### config.mk
export PLATFORM = sky130hd
export DESIGN_NAME = fsk_mod
export DESIGN_NICKNAME = d
export VERILOG_FILES = /design/src/rtl/fsk_mod.sv
export SDC_FILE = /design/constraint.sdc
export NUM_CORES = 1
export LEC_CHECK = 0
export CAP_MARGIN = 10
export CORE_ASPECT_RATIO = 1.75
export CORE_UTILIZATION = 35
export DETAILED_ROUTE_END_ITERATION = 10
export SETUP_SLACK_MARGIN = 0.3
export SLEW_MARGIN = 15
export SYNTH_ARGS = -nofsm -noshare
export SYNTH_HDL_FRONTEND = slang
export SYNTH_SLANG_ARGS = --single-unit
### constraint.sdc
create_clock -name clk -period 3.3 [get_ports clk]
set_input_delay 0.99 -clock clk [delete_from_list [all_inputs] [get_ports clk]]
set_output_delay 0.99 -clock clk [all_outputs]
set_load 0.02 [all_outputs]
### src/rtl/fsk_mod.sv
// fsk_mod: FSK modulator driving a phase-accumulator NCO, square-wave output at IF +/- deviation.
// Define FSK_MOD_SHAPE_EN to slew the deviation linearly toward the target instead of hard switching.
module fsk_mod #(
    parameter int PHASE_W  = 16,
    parameter int FCW_IF   = 4096,
    parameter int FCW_DEV  = 512,
    parameter int DEV_STEP = 64,
    parameter int IDLE_TO  = 64
) (
    input  logic               clk,
    input  logic               rst,
    input  logic               en,
    input  logic               start,
    input  logic               data_in,
    input  logic               data_in_valid,
    output logic               signal_out,
    output logic               mod_active,
    output logic [PHASE_W-1:0] fcw_out
);
    localparam logic [0:0] IDLE = 1'b0;
    localparam logic [0:0] RUN  = 1'b1;
    localparam int CNT_W = $clog2(IDLE_TO + 1);
    localparam logic [PHASE_W-1:0] FCW_L = PHASE_W'(FCW_IF);
    localparam logic signed [PHASE_W-1:0] DEV_P = PHASE_W'(FCW_DEV);
    localparam logic signed [PHASE_W-1:0] DEV_N = -DEV_P;
`ifdef FSK_MOD_SHAPE_EN
    localparam logic signed [PHASE_W-1:0] STEP = PHASE_W'(DEV_STEP);
    logic signed [PHASE_W-1:0] diff;
`endif
    logic [0:0]                state, state_nx;
    logic [PHASE_W-1:0]        acc, acc_nx;
    logic signed [PHASE_W-1:0] dev, dev_nx, tgt, tgt_nx, tgt_new, tgt_eff, dev_slew;
    logic [CNT_W-1:0]          to_cnt, to_cnt_nx;
    logic                      sig_nx;

    assign fcw_out    = FCW_L + $unsigned(dev);
    assign mod_active = (state == RUN);

    // A fresh valid retargets immediately so the first deviation step lands on the sampling edge.
    always_comb begin
        tgt_new = data_in ? DEV_P : DEV_N;
        tgt_eff = data_in_valid ? tgt_new : tgt;
`ifdef FSK_MOD_SHAPE_EN
        diff     = tgt_eff - dev;
        dev_slew = (diff > STEP) ? dev + STEP : (diff < -STEP) ? dev - STEP : tgt_eff;
`else
        dev_slew = tgt_eff;
`endif
        state_nx  = state;
        acc_nx    = acc;
        dev_nx    = dev;
        tgt_nx    = tgt;
        to_cnt_nx = to_cnt;
        if (start) begin
            state_nx  = IDLE;
            acc_nx    = '0;
            dev_nx    = '0;
            tgt_nx    = '0;
            to_cnt_nx = '0;
        end else if (state == IDLE) begin
            if (data_in_valid) begin
                state_nx  = RUN;
                tgt_nx    = tgt_new;
                dev_nx    = dev_slew;
                to_cnt_nx = '0;
            end
        end else begin
            acc_nx = acc + fcw_out;
            tgt_nx = tgt_eff;
            dev_nx = dev_slew;
            if (data_in_valid) begin
                to_cnt_nx = '0;
            end else if (to_cnt == CNT_W'(IDLE_TO - 1)) begin
                state_nx  = IDLE;
                acc_nx    = '0;
                dev_nx    = '0;
                tgt_nx    = '0;
                to_cnt_nx = '0;
            end else begin
                to_cnt_nx = to_cnt + 1'b1;
            end
        end
        sig_nx = (state_nx == RUN) ? acc[PHASE_W-1] : 1'b0;
    end

    always_ff @(posedge clk or negedge rst) begin
        if (!rst) begin
            state      <= IDLE;
            acc        <= '0;
            dev        <= '0;
            tgt        <= '0;
            to_cnt     <= '0;
            signal_out <= 1'b0;
        end else if (en) begin
            state      <= state_nx;
            acc        <= acc_nx;
            dev        <= dev_nx;
            tgt        <= tgt_nx;
            to_cnt     <= to_cnt_nx;
            signal_out <= sig_nx;
        end
    end
endmodule

Word level (Yosys, flattened, before mapping)
Cells that the tools add are included.
- $add $sub $neg: 3
- reduce and logical (&&, ||, !) cells: 4
- eq/ne operators: 1
- multiplexer cells: 24
- operators by type and width (cell ; number):
    16-bit 2-to-1 mux ; 13
    7-bit 2-to-1 mux ; 5
    13-bit by 16-bit adder with 16-bit output, first input constant ; 1
    16-bit adder ; 1
    7-bit by 1-bit adder with 7-bit output, second input constant ; 1
    7-bit by 6-bit equality test with 1-bit output, second input constant ; 1
    1-bit 2-to-1 mux ; 6
    2-bit AND reduction ; 2
    3-bit nonzero test ; 1
    2-bit nonzero test ; 1
- register bits after elaboration: 57
- word-level logic and storage cells: 38

Depth between registers and ports, before layout
- depth after elaboration: 6
- gate-level depth with buffers: 8
- gate-level depth less buffers: 8

Worst setup path after synthesis
No wires, ideal clock.
- path kind: reg2reg
- from: register dev[12]
- to: register acc[15]
- path slack: 1161 ps
- stages on the path, launching flop included: 9
- clock period less this slack: 2139 ps
- arrival time: 2005 ps
- data required time: 3166 ps
- path buffers: 0
- cell sequence: dfrtp_1 > ha_1 > xor2_1 > ha_1 > a21oi_1 > o21ai_0 > a41oi_1 > o21a_1 > o211ai_1
- cells in the longest elaborated chain, start to end: 6
- RTL lines (element ; RTL line ; text):
    from (decl) ; 32 ; logic signed [PHASE_W-1:0] dev, dev_nx, tgt, tgt_nx, tgt_new, tgt_eff, dev_slew;
    from (signal assigned) ; 97 ; dev <= dev_nx;
    13-bit by 16-bit adder with 16-bit output (*) ; 36 ; assign fcw_out = FCW_L + $unsigned(dev);
    via fcw_out[14] ; 18 ; output logic [PHASE_W-1:0] fcw_out
    16-bit adder (*) ; 68 ; acc_nx = acc + fcw_out;
    16-bit 2-to-1 mux ; 73 ; end else if (to_cnt == CNT_W'(IDLE_TO - 1)) begin
    16-bit 2-to-1 mux (*) ; 71 ; if (data_in_valid) begin
    16-bit 2-to-1 mux (*) ; 60 ; end else if (state == IDLE) begin
    16-bit 2-to-1 mux (*) ; 54 ; if (start) begin
    to (signal assigned) ; 96 ; acc <= acc_nx;
    to (decl) ; 31 ; logic [PHASE_W-1:0] acc, acc_nx;
Mark *: on every way through the listed nets, which the timed path passes. The rest lies on a longest branch. The select of a mux whose other input is x is not followed.
A chain may end at the register's enable or synchronous reset.

Final worst setup path
- from: register dev[12]
- to: output port fcw_out[14]
- cells in the longest elaborated chain, start to end: 1
- RTL lines (element ; RTL line):
    13-bit by 16-bit adder with 16-bit output ; 36
    to (decl) ; 18
Every way passes these cells.

==> flow_summary_export.csv <==
group,metric,value,unit
floorplanning,ioPinCount,24,
logic_synthesis,ys_warn_count,0,
hold_path,worstHoldPathCells,1,
timing,tns,0,ps
logic_synthesis,yosys-top-cells-area,"dfrtp_1 44%, ha_1 6.6%, nand2_1 4.1%",
setup_path,worst-setup-path-type,"reg -> out",
clock_network,clk_pin_slew,50,ps
logic_synthesis,ys_ff_latch,57,
hold_path,min_from,"tgt[3]$_DFFE_PN0P_",
grt,grt_pass1_vias,2424,
route,routed_wl,6.98,mm
finish,final_layout_size_suffix_gt1_share,13.5,%
grt,grt_pass1_wl,12.0,mm
floorplanning,fp.dieH,129,um
logic_synthesis,synth_nets,343,
power_and_ir_drop,fin_total_pwr,1920,uW
logic_synthesis,yosysUniqueCellTypes,60,
run,maxCapViolations,0,
setup_path,required,2310,ps
timing,finClkSkew,5.17,ps
place,io_buffers,23,
floorplanning,start_util,36.6,%
clock_network,worst_skew_pair.late_latency,330,ps
logic_synthesis,ys.flop_type,"dfrtp_1",
route,wire_per_inst,15.3,um
finish,fin_nets,359,
logic_synthesis,synth_edf_count,0,
floorplanning,rows,45,
floorplanning,core,0.00878,mm2
setup_path,worstRegToRegCells,8,
timing,rsz0062_at_grt,"no",
clock_network,clock-sinks,57,
logic_synthesis,synth_commonest_cells,"57 x dfrtp_1, 35 x nand2_1, 19 x o21ai_0",
route,vias,2439,
grt,grt_usage,16.8,%
hold_path,holdPathEnd,"dev[3]$_DFFE_PN0P_",
clock_network,hold_buffers,0,
hold_path,hp-class,"reg -> reg",
grt,overflow,0,
finish,nFillCells,865,
logic_synthesis,async_flop_share,100,%
logic_synthesis,synthCells,319,
route,avgViaCountPerCell,5.34,
timing,fin_crit_sh,85.1,%
power_and_ir_drop,ir_worst_vdd,0.247,mV
timing,setup_viol,0,
clock_network,cts.repair.resized,0,
timing,finalMaxSlewViolations,0,
grt,antenna_found_initial,0,
floorplanning,die_width,74.5,um
setup_path,crit_arrival,1820,ps
setup_path,worst-path-max-fanout,4,
logic_synthesis,synth_area_leader_cell,"dfrtp_1",
place,gp_congestion,0.878,
setup_path,cp-start-kind,"register",
logic_synthesis,avgSynthCellArea,10.1,um2
power_and_ir_drop,p_per_area,508,mW/mm2
floorplanning,fp.dieArea,0.00959,mm2
power_and_ir_drop,leakagePower,0.00169,uW
route,drc,0,
logic_synthesis,yosysMostFrequentCell,"dfrtp_1",
place,dpl.hpwl,5.21,mm
route,ant_nets,0,
setup_path,r2r_setup_slack,1030,ps
logic_synthesis,synth_top_area_share,44.3,%
setup_path,critPathCaptureType,"primary output",
finish,n_antenna_cell,0,
clock_network,ctsRootBufferMaster,"clkbuf_16",
timing,hold_violations,0,
clock_network,clockBufferDepth,2,
timing,relSlewSlack,57.9,%
finish,synthToLayoutAreaGrowth,17.1,%
timing,timing.fmax,356,MHz
route,drtPass1Iterations,4,
setup_path,r2r_start,"dev[0]$_DFFE_PN0P_",
logic_synthesis,ys_seq_area_share,44.3,%
grt,grt_max_degree,36,
timing,fin_crit,2810,ps
clock_network,cts_setup_buffers,0,
clock_network,cts_buffers,9,
clock_network,cts_tree,"built",
route,drt_iter0_drc,142,
clock_network,htree_levels,3,
timing,max_slew.worst_pin.slew,632,ps
outcome,outcome,"completed",
setup_path,rr_endpoint,"acc[8]$_DFFE_PN0P_",
logic_synthesis,synth_area,0.00322,mm2
## stage by stage
step	instance area, um2	hold WS [ps]	setup WS [ps]	utilization (%)	cells
2_1_floorplan	3220	447	1160	-	319
3_3_place_gp	3480	463	575	39.7	441
5_1_grt	3770	500	387	42.9	457
6_report	3770	477	491	42.9	457
3_5_place_dp	3480	468	539	39.7	441
4_1_cts	3770	474	457	42.9	457
## metal layers
layer / vias up / global-route usage, % / part of all wire, %
li1: 1188 / - / -
met1: 1183 / 19.3 / 40
met2: 48 / 28.4 / 54
met3: 20 / 3.68 / 3.1
met4: 0 / 9.10 / 3.3
met5: - / 0 / 0
## final cells by class
type	count	area (um2)	area share [%]
Clock buffer	10	239	6.34
Clock inverter	6	43.8	1.16
Inverter	13	48.8	1.30
Multi-Input combinational cell	225	1590	42.3
Sequential cell	57	1430	37.9
Tap cell	117	146	3.89
Timing Repair Buffer	29	270	7.17
## sequential cells by signal, indices dropped and copies added, names as in the netlist
| register | cells |
|---|---|
| signal_out | 1 |
| dev | 16 |
| mod_active | 1 |
| tgt | 16 |
| to_cnt | 7 |
| acc | 16 |
## logic make-up (layout without fill, tap and decap cells)
logic type	Yosys count	count (layout)	share of synthesized area, %
adders and majority gates	18	18	7.23
muxes	1	1	0.350
buffers and inverters	37	58	6.15
AOI/OAI and AO/OA	103	103	25.2
DFF	57	57	44.3
xor gates and xnor gates	7	7	1.91
and+or+nand+nor	96	96	14.8
## power by group
group	switching [uW]	internal, uW	leakage [uW]
Sequential	31.8	738	0.000775
Clock	337	527	0.000127
Combinational	171	110	0.000784
Total	540	1380	0.00169
## cells in the final DEF, fill, tap and decap left out, types with 9 or more instances in the layout
cell / n
a22o_1: 10
o21ai_0: 19
clkbuf_16: 9
inv_1: 13
a21oi_1: 9
clkdlybuf4s50_1: 22
ha_1: 17
dfrtp_1: 57
nor2_1: 15
nand2_1: 35
and2_1: 12
## worst max path at each step
stage                     slack [ps]                 from                   to  cells past startpoint
final                            490  dev[12]$_DFFE_PN0P_          fcw_out[14]                      3
after global routing             390  dev[12]$_DFFE_PN0P_          fcw_out[14]                      3
after CTS                        460  dev[12]$_DFFE_PN0P_          fcw_out[14]                      3
after detailed placement         540        data_in_valid   acc[9]$_DFFE_PN0P_                      6
after global placement           580        data_in_valid  acc[15]$_DFFE_PN0P_                      6
after floorplan                 1160  dev[12]$_DFFE_PN0P_  acc[15]$_DFFE_PN0P_                      8
## critical path, cell delays in order (launching register included)
cell,delay [ps]
dfrtp_1,420
ha_1,230
xor2_1,210
clkdlybuf4s50_1,640
Power figures use the tool's default switching activity.
